## src/rtl/audio_pwm_mixer_if.sv

```systemverilog
// Configuration write bus between the sound sequencer and audio_pwm_mixer.
// The sequencer drives the write strobe and data; the mixer reports unapplied writes.
interface audio_pwm_mixer_if #(
  parameter int CHANNELS = 4,
  parameter int CW       = 32,
  parameter int VOL_BITS = 4
);
  localparam int CHW = $clog2(CHANNELS);

  // wr_en is a one-cycle strobe with no ready: every write is taken in the cycle it is
  // presented (out-of-range wr_ch is dropped) and upd_pending[ch] stays high until applied.
  logic                wr_en;
  logic [CHW-1:0]      wr_ch;
  logic [CW-1:0]       wr_period;
  logic [CW-1:0]       wr_duty;
  logic [VOL_BITS-1:0] wr_vol;
  logic [CHANNELS-1:0] upd_pending;

  modport master (
    output wr_en,
    output wr_ch,
    output wr_period,
    output wr_duty,
    output wr_vol,
    input  upd_pending
  );

  modport slave (
    input  wr_en,
    input  wr_ch,
    input  wr_period,
    input  wr_duty,
    input  wr_vol,
    output upd_pending
  );
endinterface

```

## src/rtl/audio_pwm_mixer.sv

```systemverilog
// Multi-channel tone mixer: per-channel double-buffered square-wave generators whose
// volume-weighted sum is re-encoded onto a single fixed-rate PWM carrier.
module audio_pwm_mixer #(
  parameter  int CHANNELS = 4,
  parameter  int CW       = 32,
  parameter  int VOL_BITS = 4,
  localparam int VMAX     = (1 << VOL_BITS) - 1,
  localparam int LMAX     = CHANNELS * VMAX,
  localparam int LW       = $clog2(LMAX + 1),
  localparam int CHW      = $clog2(CHANNELS)
) (
  input  logic                clk,
  input  logic                rst,
  input  logic [CHANNELS-1:0] ch_en,
  audio_pwm_mixer_if.slave    cfg,
  output logic [CHANNELS-1:0] tone,
  output logic [LW-1:0]       level,
  output logic                pwm
);

  localparam logic [CHW:0]  CH_LIM  = (CHW + 1)'(CHANNELS);
  localparam logic [LW-1:0] CC_LAST = LW'(LMAX - 1);

  // Active configuration drives the tone; pending holds the next one until a boundary.
  logic [CW-1:0]       per_a  [CHANNELS];
  logic [CW-1:0]       duty_a [CHANNELS];
  logic [VOL_BITS-1:0] vol_a  [CHANNELS];
  logic [CW-1:0]       per_p  [CHANNELS];
  logic [CW-1:0]       duty_p [CHANNELS];
  logic [VOL_BITS-1:0] vol_p  [CHANNELS];
  logic [CW-1:0]       cnt    [CHANNELS];
  logic [CHANNELS-1:0] pend;

  logic                wr_ok;
  logic [CHANNELS-1:0] wrap;
  logic [CHANNELS-1:0] hit;
  logic [CHANNELS-1:0] apply;
  logic [LW-1:0]       sum;
  logic [LW-1:0]       cc;

  assign wr_ok = cfg.wr_en && ({1'b0, cfg.wr_ch} < CH_LIM);

  // A boundary is a wrap of an enabled channel, or any cycle of a disabled channel
  // holding a pending write. A write landing on a boundary goes straight to active.
  always_comb begin
    wrap  = '0;
    hit   = '0;
    apply = '0;
    tone  = '0;
    for (int i = 0; i < CHANNELS; i++) begin
      wrap[i]  = ch_en[i] && (cnt[i] >= per_a[i]);
      hit[i]   = wr_ok && (cfg.wr_ch == CHW'(i));
      apply[i] = wrap[i] || (!ch_en[i] && pend[i]);
      tone[i]  = ch_en[i] && (cnt[i] < duty_a[i]);
    end
  end

  always_ff @(posedge clk) begin
    if (rst) begin
      for (int i = 0; i < CHANNELS; i++) begin
        per_a[i]  <= '0;
        duty_a[i] <= '0;
        vol_a[i]  <= '0;
        per_p[i]  <= '0;
        duty_p[i] <= '0;
        vol_p[i]  <= '0;
        cnt[i]    <= '0;
      end
      pend <= '0;
    end else begin
      for (int i = 0; i < CHANNELS; i++) begin
        if (!ch_en[i] || wrap[i]) begin
          cnt[i] <= '0;
        end else begin
          cnt[i] <= cnt[i] + CW'(1);
        end

        if (hit[i] && apply[i]) begin
          per_a[i]  <= cfg.wr_period;
          duty_a[i] <= cfg.wr_duty;
          vol_a[i]  <= cfg.wr_vol;
          pend[i]   <= 1'b0;
        end else if (apply[i] && pend[i]) begin
          per_a[i]  <= per_p[i];
          duty_a[i] <= duty_p[i];
          vol_a[i]  <= vol_p[i];
          pend[i]   <= 1'b0;
        end else if (hit[i]) begin
          per_p[i]  <= cfg.wr_period;
          duty_p[i] <= cfg.wr_duty;
          vol_p[i]  <= cfg.wr_vol;
          pend[i]   <= 1'b1;
        end
      end
    end
  end

  assign cfg.upd_pending = pend;

  always_comb begin
    sum = '0;
    for (int i = 0; i < CHANNELS; i++) begin
      if (tone[i]) begin
        sum = sum + LW'(vol_a[i]);
      end
    end
  end

  // Level is sampled only at the last carrier step so each carrier cycle is one clean duty.
  always_ff @(posedge clk) begin
    if (rst) begin
      cc    <= '0;
      level <= '0;
    end else if (cc == CC_LAST) begin
      cc    <= '0;
      level <= sum;
    end else begin
      cc <= cc + LW'(1);
    end
  end

  assign pwm = (cc < level);

endmodule

```

## src/flat_wrapper.sv

```systemverilog
// flat-port wrapper written by rule: the top's interface ports become plain ports
module audio_pwm_mixer_flat 
#(
  parameter  int CHANNELS = 4,
  parameter  int CW       = 32,
  parameter  int VOL_BITS = 4,
  localparam int VMAX     = (1 << VOL_BITS) - 1,
  localparam int LMAX     = CHANNELS * VMAX,
  localparam int LW       = $clog2(LMAX + 1),
  localparam int CHW      = $clog2(CHANNELS)
)
  (clk, rst, ch_en, tone, level, pwm, cfg_wr_en, cfg_wr_ch, cfg_wr_period, cfg_wr_duty, cfg_wr_vol, cfg_upd_pending);
  audio_pwm_mixer_if #(.CHANNELS(CHANNELS), .CW(CW), .VOL_BITS(VOL_BITS)) cfg_i ();
  input  logic clk;
  input  logic rst;
  input  logic [CHANNELS-1:0] ch_en;
  output logic [CHANNELS-1:0] tone;
  output logic [LW-1:0] level;
  output logic pwm;
  input wire logic [$bits(cfg_i.wr_en)-1:0] cfg_wr_en;
  input wire logic [$bits(cfg_i.wr_ch)-1:0] cfg_wr_ch;
  input wire logic [$bits(cfg_i.wr_period)-1:0] cfg_wr_period;
  input wire logic [$bits(cfg_i.wr_duty)-1:0] cfg_wr_duty;
  input wire logic [$bits(cfg_i.wr_vol)-1:0] cfg_wr_vol;
  output wire logic [$bits(cfg_i.upd_pending)-1:0] cfg_upd_pending;
  assign cfg_i.wr_en = cfg_wr_en;
  assign cfg_i.wr_ch = cfg_wr_ch;
  assign cfg_i.wr_period = cfg_wr_period;
  assign cfg_i.wr_duty = cfg_wr_duty;
  assign cfg_i.wr_vol = cfg_wr_vol;
  assign cfg_upd_pending = cfg_i.upd_pending;
  audio_pwm_mixer #(.CHANNELS(CHANNELS), .CW(CW), .VOL_BITS(VOL_BITS)) u_core (.clk(clk), .rst(rst), .ch_en(ch_en), .cfg(cfg_i), .tone(tone), .level(level), .pwm(pwm));
endmodule
```

## config.mk

```make
export PLATFORM = sky130hd
export DESIGN_NAME = audio_pwm_mixer_flat
export DESIGN_NICKNAME = d
export VERILOG_FILES = /design/src/rtl/audio_pwm_mixer_if.sv /design/src/rtl/audio_pwm_mixer.sv /design/src/flat_wrapper.sv
export SDC_FILE = /design/constraint.sdc
export NUM_CORES = 1
export LEC_CHECK = 0
export ABC_CLOCK_PERIOD_IN_PS = 18500
export BUFFER_PORTS_ARGS = -buffer_cell sky130_fd_sc_hd__buf_2
export CORE_ASPECT_RATIO = 0.6
export CORE_UTILIZATION = 55
export DETAILED_ROUTE_END_ITERATION = 16
export PLACE_DENSITY = 0.72
export REMOVE_ABC_BUFFERS = 1
export SKIP_LAST_GASP = 1
export SYNTH_ARGS = -nofsm -noshare
export SYNTH_HDL_FRONTEND = slang
export SYNTH_SLANG_ARGS = --single-unit
```

## constraint.sdc

```tcl
create_clock -name clk -period 18.5 [get_ports clk]
set_input_delay 1.85 -clock clk [delete_from_list [all_inputs] [get_ports clk]]
set_output_delay 1.85 -clock clk [all_outputs]
set_load 0.02 [all_outputs]
```

# After elaboration in Yosys (flattened, before gate mapping)

Memories as Yosys holds them, arrays and structs flattened.
Cells that the tools add are included.

Add/sub/neg operators: 8
Order comparisons: 9
Eq/ne operators: 4
Multiplexer cells: 122
Bitwise logic cells: 44
Reduce and logical (&&, ||, !) cells: 42

Operators with widths:

| operator                                      | number |
|---|---|
| two-way mux 32 bit                            | 32 |
| adder 32 x 1 -> 32 bit, second input constant | 4 |
| greater-or-equal comparator 32 bit            | 4 |
| < comparator 32 bit                           | 4 |
| two-way mux 1 bit                             | 74 |
| two-way mux 4 bit                             | 13 |
| OR 1 bit                                      | 44 |
| logical AND 1 bit                             | 24 |
| two-way mux 6 bit                             | 3 |
| adder 6 x 4 -> 6 bit                          | 2 |
| OR reduction 3 bit                            | 4 |
| logical OR 1 bit                              | 8 |
| adder 6 x 1 -> 6 bit, second input constant   | 1 |
| == test 6 bit, second input constant          | 1 |
| < comparator 6 bit                            | 1 |
| adder 4 x 4 -> 5 bit                          | 1 |
| == test 2 bit, second input constant          | 2 |
| logical NOT 1 bit                             | 4 |
| == test 2 x 1 -> 1 bit, second input constant | 1 |
| logical NOT 2 bit                             | 1 |
| OR reduction 2 bit                            | 1 |

Flip-flop bits (word level): 16
Bits in writable memories: 672
Bits of input ports: 77
Output and inout port bits: 15
Word-level logic and storage cells: 242
Memories: 7

Memories:

| memory        | words | width | read ports | clocked after Yosys merged registers in | write ports | RTL line              | text |
|---|---|---|---|---|---|---|---|
| u_core.cnt    | 4     | 32    | 4          | 0                                       | 4           | audio_pwm_mixer.sv:31 | `logic [CW-1:0] cnt [CHANNELS];` |
| u_core.duty_a | 4     | 32    | 4          | 0                                       | 4           | audio_pwm_mixer.sv:26 | `logic [CW-1:0] duty_a [CHANNELS];` |
| u_core.duty_p | 4     | 32    | 4          | 0                                       | 4           | audio_pwm_mixer.sv:29 | `logic [CW-1:0] duty_p [CHANNELS];` |
| u_core.per_a  | 4     | 32    | 4          | 0                                       | 4           | audio_pwm_mixer.sv:25 | `logic [CW-1:0] per_a [CHANNELS];` |
| u_core.per_p  | 4     | 32    | 4          | 0                                       | 4           | audio_pwm_mixer.sv:28 | `logic [CW-1:0] per_p [CHANNELS];` |
| u_core.vol_a  | 4     | 4     | 4          | 0                                       | 4           | audio_pwm_mixer.sv:27 | `logic [VOL_BITS-1:0] vol_a [CHANNELS];` |
| +1 memories   | n/a   | n/a   | n/a        | n/a                                     | n/a         | n/a                   |  |

# Logic depth before layout (Yosys ltp)

Gate-level depths: netlist of the first run.
An unclocked memory read counts as a cell.

Depth in word-level cells: 10
Mapped depth: 25
Gate-level depth less buffers: 25

# Least setup slack after synthesis of the first run

Ideal clock, no wire load.

Kind: in2reg
Start: input port cfg_wr_ch[0]
End: memory u_core.duty_p[0][0], enable pin
Arrival: 7.772 ns
Required time: 17.912 ns
Path slack: 10.140 ns
Stages: 5
Path buffers: 3
Cells stage by stage: or3b_2 > clkbuf_1 > clkbuf_1 > clkbuf_1 > o21ai_0

RTL lines:

| what            | RTL line              | text |
|---|---|---|
| start, declared | flat_wrapper.sv:21    | `input wire logic [$bits(cfg_i.wr_ch)-1:0] cfg_wr_ch;` |
| end, declared   | audio_pwm_mixer.sv:29 |  |

==> results of run 1 <==
sequential cells by signal, indices dropped and copies added, names as in the netlist:
signal                  flops
u_core.duty_p             128
u_core.per_a              128
u_core.level                6
u_core.vol_a               16
u_core.duty_a             128
u_core.cfg.upd_pending      4
u_core.cc                   6
u_core.per_p              128
u_core.vol_p               16
u_core.cnt                128
metal layers:
metal / wire length [um] / vias up / GRT usage (%)
li1: - / 11600 / -
met1: 43300 / 12400 / 42.5
met2: 40300 / 991 / 41.1
met3: 8820 / 151 / 6.21
met4: 2750 / 4 / 8.50
met5: 28 / - / 0
worst register-to-register path: stages, from the launching register on:
cell       delay (ns)
edfxtp_1         0.51
ha_1             0.34
a21o_1           0.16
a21o_1           0.17
a21oi_1          0.30
o2111ai_1        0.49
a2111oi_2        0.54
ha_1             0.23
inv_1            0.06
fa_1             0.50
inv_1            0.05
mux2i_1          0.29
inv_1            0.08
ha_1             0.27
a21o_1           0.18
a21oi_1          0.26
xor2_1           0.20
nand2_1          0.07
o21a_1           0.18
ha_1             0.29
nor2b_1          0.14
o21ai_1          0.21
mux2_2           0.37
a31oi_1          0.16
a211oi_1         0.08
cells by family (layout without fill, tap and decap cells):
kind of cell             Yosys count  count (layout)  share of synthesized area (%)
adder cells (fa/ha/maj)          278             278                           9.58
multiplexers                      78              78                           2.39
AO/OA/AOI/OAI                    533             533                           11.0
flip-flops                       688             688                           56.1
buffers and inverters            432             538                           4.46
other                              1             132                         0.0103
AND/OR/NAND/NOR                  957             957                           13.3
XOR/XNOR                         129             129                           3.09
area by class of cell:
type                       count  area share [%]
sequential                   688            50.4
tap                          888            2.73
timing repair buffer         126            1.77
antenna                        4          0.0246
clock buffer                  81            4.36
multi-input combinational   2103            37.0
inverter                     289            2.67
clock inverter                42            1.02
power groups by stage:
stage / Sequential (mW) / Clock (mW) / Combinational [mW]
floorplan: 1.87 / 0 / 0.220
global placement: 1.87 / 0 / 0.345
detailed placement: 1.87 / 0 / 0.359
CTS: 1.84 / 1.43 / 0.363
global route: 1.85 / 1.48 / 0.405
finish: 1.84 / 1.41 / 0.367
cell usage in the layout (no fill, tap or decap), types with 13 or more instances in the layout:
cell       Yosys  routed
clkbuf_16      0      69
a21o_1        66      65
dfxtp_1       16      15
and2_1       144     143
o21ai_0       42      38
inv_1        288     288
a22oi_1      136     136
nand2b_1      15      15
edfxtp_1     672     672
nand2_1       96      93
nand3_1       62      62
clkinv_1       1      13
mux2_2        74      74
buf_4          0      35
buf_2          5      91
nor2_1       335     331
a22o_1       136     136
conb_1         1     128
ha_1         275     275
xor2_1        77      77
and3_1       168     168
xnor2_1       52      52
nor3_1        25      22
nand4_1       62      62
a21oi_1       72      72
worst paths after layout:
check	start	endpoint	slack (ns)	depth (start not counted)
min	u_core.cc[0]	u_core.cc[0]	0.50	1
max reg2reg	u_core.cnt[0][25]	u_core.level[5]	12.17	24
min reg2reg	u_core.cc[0]	u_core.cc[0]	0.50	1
max	u_core.cnt[0][25]	u_core.level[5]	12.17	24
==> metrics.md, run 1 <==
| Metric | Value |
|---|---|
| Net switching power | `0.913 mW` |
| Pwr Total | `3.62 mW` |
| First-pass GRT wire length | `145000 um` |
| Sequential power share | `50.9%` |
| Final non-filler cell total | `4221` |
| Antenna violations before repair | `6` |
| Final WS setup | `12.17 ns` |
| Core Region | `~65000 um2` |
| Hold Crit Class | `reg -> reg` |
| Largest net degree at the start of global routing | `72` |
| Peak supply drop | `0.0654 mV` |
| Nets | `3631` |
| Switching Fraction | `25.2%` |
| Yosys cell types | `67` |
| CP max-delay cell | `a2111oi_2` |
| FF+latch count, synth | `688` |
| Clock-pin slew on the worst setup and hold paths | `0.07 ns` |
| Largest area contributor in the netlist | `edfxtp_1` |
| Top cells by count, synth | `edfxtp_1, nor2_1, inv_1` |
| Area share of the largest cell type after synthesis | `55.2%` |
| Fmax | `158 MHz` |
| Post-DP Area | `~38000 um2` |
| Status | `finished, final reports clean` |
| Worst path bufs/invs | `3` |
| Final setup vio count | `0` |
| Relative slew slack | `20.6%` |
| Syn Area/Cell | `11.8 um2` |
| Int Pwr | `about 2.7 mW` |
| Setup WS pre-CTS | `about 12 ns` |
| Vias per Instance | `5.96` |
| Most used cell, CP | `ha_1` |
| Drt first pass iters | `7` |
| Top_reg_cell synth | `edfxtp_1` |
| Port Buffers | `approximately 90` |
| Clock latency on the worst-skew pair | `between 0.6 and 0.7 ns` |
| Leakage | `~17 nW` |
| Clock power share | `around two fifths` |
| GRT Overall Usage | `28.4%` |
| Rows | `72` |
| Die width | `335 um` |
| TritonCTS clock tree | `built` |
| CP delay by family, top | `compound AO/OA/AOI/OAI gates` |
| Antenna-violating nets left | `0` |
| Layout cells sized above 1 | `10.3%` |
| Worst Tran Pin Value | `1.18 ns` |
| Io pins | `92` |
| Post-Route WL | `95100 um` |
| Synth Cell Area | `36500 um2` |
| Vias in the first global route | `24300` |
| Combinational power share | `10.1%` |
| Period Utilization, post-route | `34.2%` |
| Crit path cell chain | `ha_1 > a21o_1 > a21o_1 > a21oi_1 > o2111ai_1 > a2111oi_2 > ha_1 > inv_1 > fa_1 > inv_1 > mux2i_1 > inv_1 > ha_1 > a21o_1 > a21oi_1 > xor2_1 > nand2_1 > o21a_1 > ha_1 > nor2b_1 > o21ai_1 > mux2_2 > a31oi_1 > a211oi_1` |
| DR WL/cell | `22.5 um` |
| Clock Sinks | `approximately 690` |
| Hold Buf Count CTS | `0` |
| Dpl cells | `4094` |
| Crit path largest cell delay | `0.53 ns` |
| Top cells by area, synth | `edfxtp_1, ha_1, nor2_1` |
| Post-CTS Setup Inserts | `0` |
| Multi-input logic area | `15000 um2` |
| CTS HTree Levels | `3` |
| Final cell utilization of the core | `62.5%` |
| RD Place Congestion | `0.948` |
| Critical Path AT | `6.78 ns` |
| Type of destination of the critical path | `register` |
| Total number of vias | `25200` |
| CP startpoint kind | `register` |
| CP max FO | `5` |
| Max-cap violations | `0` |
| Die area | `67500 um2` |
| Post-route cell area | `40700 um2` |
| Clk root buf | `clkbuf_16` |
| Fin. Hold Viols | `0` |
| Most frequent cell after synthesis | `edfxtp_1` |
| Die Ht | `202 um` |
| Crit path kind | `reg -> reg` |
| Residual DRC | `0` |
| Overflow left after global routing | `0` |
| Setup Skew | `0.0185 ns` |
| Power density over cell area | `89.0 nW/um2` |
| Clock Tree Buf Depth | `3` |
| DR iter-0 viols | `about 2600` |
| Register area share after synthesis | `56.1%` |
| Post-CTS sizing | `0` |
| Asr flop ratio synth | `0%` |
| Ys Warns | `0` |
| WP data required | `18.96 ns` |
| Starting Density | `56.2%` |
| Fin Hold WS | `0.498 ns` |
| Tmin final | `6.33 ns` |
| Final Max Tran Viols | `0` |
| Fill count | `5134` |
| EDFF count, synth | `672` |
| Hpwl dp | `63400 um` |
| Setup TNS | `0 ns` |
| RSZ-0062 raised after global routing | `no` |
| Register cell area after layout | `20500 um2` |
| TritonCTS Buffers | `68` |
| Layout area overhead | `11.3%` |
| Gate Count Post-Synth | `3096` |
No activity file was read; power rests on OpenSTA's default activity.
==> inputs of run 2 (changes only) <==
Settings changed: ABC_CLOCK_PERIOD_IN_PS 18500 to 6600.
Clock period 18.5 ns to 6.6 ns, I/O delays scaled along.
==> run 2 against run 1 <==
  * Wire length up 1.3%
  * Sequential share of layout area decreased by 0.20 points
  * Clock power grew to 2.9 times the previous value
  * Clock-buffer cell count increased by 4
  * Design area is 0.40% higher
  * Non-clock buffer count fell by 1
  * Core utilization increased by 0.25 points
  * Setup slack worse by 12 ns
  * Cell count about the same
  * First-iteration DRC count up 7.4%
  * Critical path type unchanged
  * Critical endpoint unchanged
  * Largest power group unchanged
  * Highest routed layer unchanged
==> metrics.md, run 2 (synthesis results as in run 1) <==
| Metric | Value |
|---|---|
| FF-to-FF End | `u_core.level[5]` |
| Status | `finished, final reports clean` |
| Leakage | `16.8 nW (+0.51%)` |
| Nets | `3631 (unchanged)` |
| Grt met2 use | `42.4% (+1.3 points)` |
| Relative slew slack | `22.6% (+2.0 points)` |
| Max-cap violations | `0 (unchanged)` |
| Met1 Use GR | `44.0% (+1.5 points)` |
| CP max FO | `6 (+1)` |
| DR WL/cell | `22.8 um (+1.3%)` |
| Crit path kind | `reg -> reg` |
| Total number of vias | `25400 (+0.84%)` |
| Min-delay src | `ch_en[3]` |
| Vias in the first global route | `24900 (+2.2%)` |
| Io pins | `92 (unchanged)` |
| Post-Route WL | `96300 um (+1.3%)` |
| First-pass GRT wire length | `149000 um (+2.7%)` |
| Post-CTS Setup Inserts | `0 (unchanged)` |
| Die width | `335 um (unchanged)` |
| Fmax | `160 MHz (+1.4%)` |
| Period Utilization, post-route | `94.5% (+60 points)` |
| Antenna violations before repair | `6 (unchanged)` |
| Type of destination of the critical path | `register` |
| Layout cells sized above 1 | `10.5% (+0.24 points)` |
| Starting Density | `56.2% (unchanged)` |
| DR iter-0 viols | `2814 (+7.4%)` |
| Clock Sinks | `688 (unchanged)` |
| TritonCTS clock tree | `built` |
| Vias per Instance | `6.01 (+0.89%)` |
| Rows | `72 (unchanged)` |
| Final setup vio count | `0 (unchanged)` |
| Worst Tran Pin Value | `1.16 ns (-0.0263 ns)` |
| Dpl cells | `4093 (-0.024%)` |
| RR Startpoint | `u_core.cnt[0][39]` |
| TritonCTS Buffers | `69 (+1.5%)` |
| Commonest cells after routing, fill and taps aside | `edfxtp_1, nor2_1, inv_1` |
| Port Buffers | `91 (unchanged)` |
| RSZ-0062 raised after global routing | `no` |
| Final non-filler cell total | `4219 (-0.047%)` |
| Setup Skew | `0.0278 ns (+0.00925 ns)` |
| GRT Overall Usage | `28.9% (+0.53 points)` |
| Die area | `67500 um2 (unchanged)` |
| Die Ht | `202 um (unchanged)` |
| Critical Path AT | `6.69 ns (-0.09 ns)` |
| Worst R2R Setup Slack | `0.36 ns (-11.81 ns)` |
| Antenna-violating nets left | `0 (unchanged)` |
| Peak supply drop | `0.201 mV (+210%)` |
| Core Region | `65000 um2 (unchanged)` |
| Drt first pass iters | `6 (-1)` |
| Hold depth | `3 (+2)` |
| Residual DRC | `0 (unchanged)` |
| Hold Crit Class | `in -> reg` |
| Tmin final | `6.24 ns (-0.0889 ns)` |
| Clock Tree Buf Depth | `3 (unchanged)` |
| CTS HTree Levels | `3 (unchanged)` |
| Power density over cell area | `253 nW/um2 (+180%)` |
| Fin. Hold Viols | `0 (unchanged)` |
| Top Usage Layer GRT | `met1` |
| Clock-pin slew on the worst setup and hold paths | `0.07 ns (about the same)` |
| Layout area overhead | `11.7%` |
| Clk root buf | `clkbuf_16` |
| Leading cell type in the layout, fill and taps excluded | `edfxtp_1` |
| Hpwl dp | `64600 um (+1.9%)` |
| Met3 usage | `5.42% (-0.79 points)` |
| Clock latency on the worst-skew pair | `0.63 ns (about the same)` |
| Overflow left after global routing | `0 (unchanged)` |
| Final Max Tran Viols | `0 (unchanged)` |
| RD Place Congestion | `0.919 (-3.1%)` |
| Setup WS pre-CTS | `0.503 ns (-11.25 ns)` |
| CP startpoint kind | `register` |
| Final cell utilization of the core | `62.8% (+0.25 points)` |
| Path depth of the worst reg2reg path | `19 (-21%)` |
| WP data required | `7.06 ns (-11.90 ns)` |
| Final WS setup | `0.363 ns (-11.81 ns)` |
| Largest net degree at the start of global routing | `71 (-1.4%)` |
| WHS Endpoint | `u_core.cfg.upd_pending[3]` |
==> run 2: cell count changes in the layout (fill, tap and decap cells not counted), moves of 2 or more <==
cell	delta
clkbuf_8	+5
clkinv_1	-5
buf_4	-3
clkbuf_1	-3
clkinv_4	+3
buf_12	+2
bufinv_16	+2
clkbuf_16	+2
clkinv_2	-2
clkinvlp_4	-2
==> run 2: cell type report <==
class | instances | area (um2)
timing repair buffer | 125 | 736
tap | 888 | 1110
inverter | 289 | 1080
clock inverter | 38 | 449
clock buffer | 85 | 1880
antenna | 3 | 7.51
multi-input combinational | 2103 | 15000
fill | 5020 | 24200
sequential | 688 | 20500
==> run 2: worst max-delay path by stage <==
| stage | startpoint | to | slack [ns] |
|---|---|---|---|
| final | u_core.cnt[0][39] | u_core.level[5] | 0.36 |
| after global routing | u_core.cnt[0][25] | u_core.level[5] | 0.13 |
| after CTS | u_core.cnt[0][25] | u_core.level[5] | 0.46 |
| after detailed placement | u_core.cnt[0][25] | u_core.level[5] | 0.50 |
| after global placement | u_core.cnt[0][39] | u_core.level[5] | 0.68 |
| after floorplan | u_core.cnt[0][121] | u_core.duty_a[3][0] | -2.18 |
==> run 2: metal layers <==
| metal | vias up | share of wire [%] |
|---|---|---|
| met5 | - | 0.043 |
| met3 | 124 | 8.7 |
| met2 | 1031 | 43 |
| li1 | 11600 | - |
| met1 | 12600 | 46 |
| met4 | 6 | 2.1 |
==> run 2: timing repair <==
action	in CTS	in global routing
setup endpoints to repair	0	1
hold endpoints to repair	0	0
gates resized for setup	0	1
hold buffers	0	0
==> run 2: report_power, final <==
part           leakage, nW  total, mW  internal, mW  switching (mW)
combinational         8.48       1.03         0.345           0.687
clock                 1.14       4.15          2.39            1.76
sequential            7.19       5.16          5.03           0.129
total                 16.8       10.3          7.77            2.57
==> run 2: per-stage QoR <==
step	area [um2]	TNS, ns	hold slack (ns)	total power, mW
floorplan	36500	-259.37	0.441	5.85
global placement	38500	0	0.461	6.21
detailed placement	38500	0	0.497	6.26
CTS	40800	0	0.432	10.4
global route	40800	0	0.471	10.7
finish	40800	0	0.467	10.3
==> run 2: critical path, stage by stage, from the launching register on <==
cell and delay, ns:
edfxtp_1 0.52, ha_1 0.34, a21oi_1 0.14, o21ai_0 0.10, a21oi_1 0.38, o2111ai_1 0.49, a2111oi_4 1.07, mux2_2 0.43
ha_1 0.20, inv_1 0.07, fa_1 0.40, mux2i_1 0.32, ha_1 0.30, a21o_1 0.16, a21oi_1 0.18, nor2b_1 0.09
o21ai_1 0.21, mux2_2 0.36, a31oi_1 0.18, a211oi_1 0.09
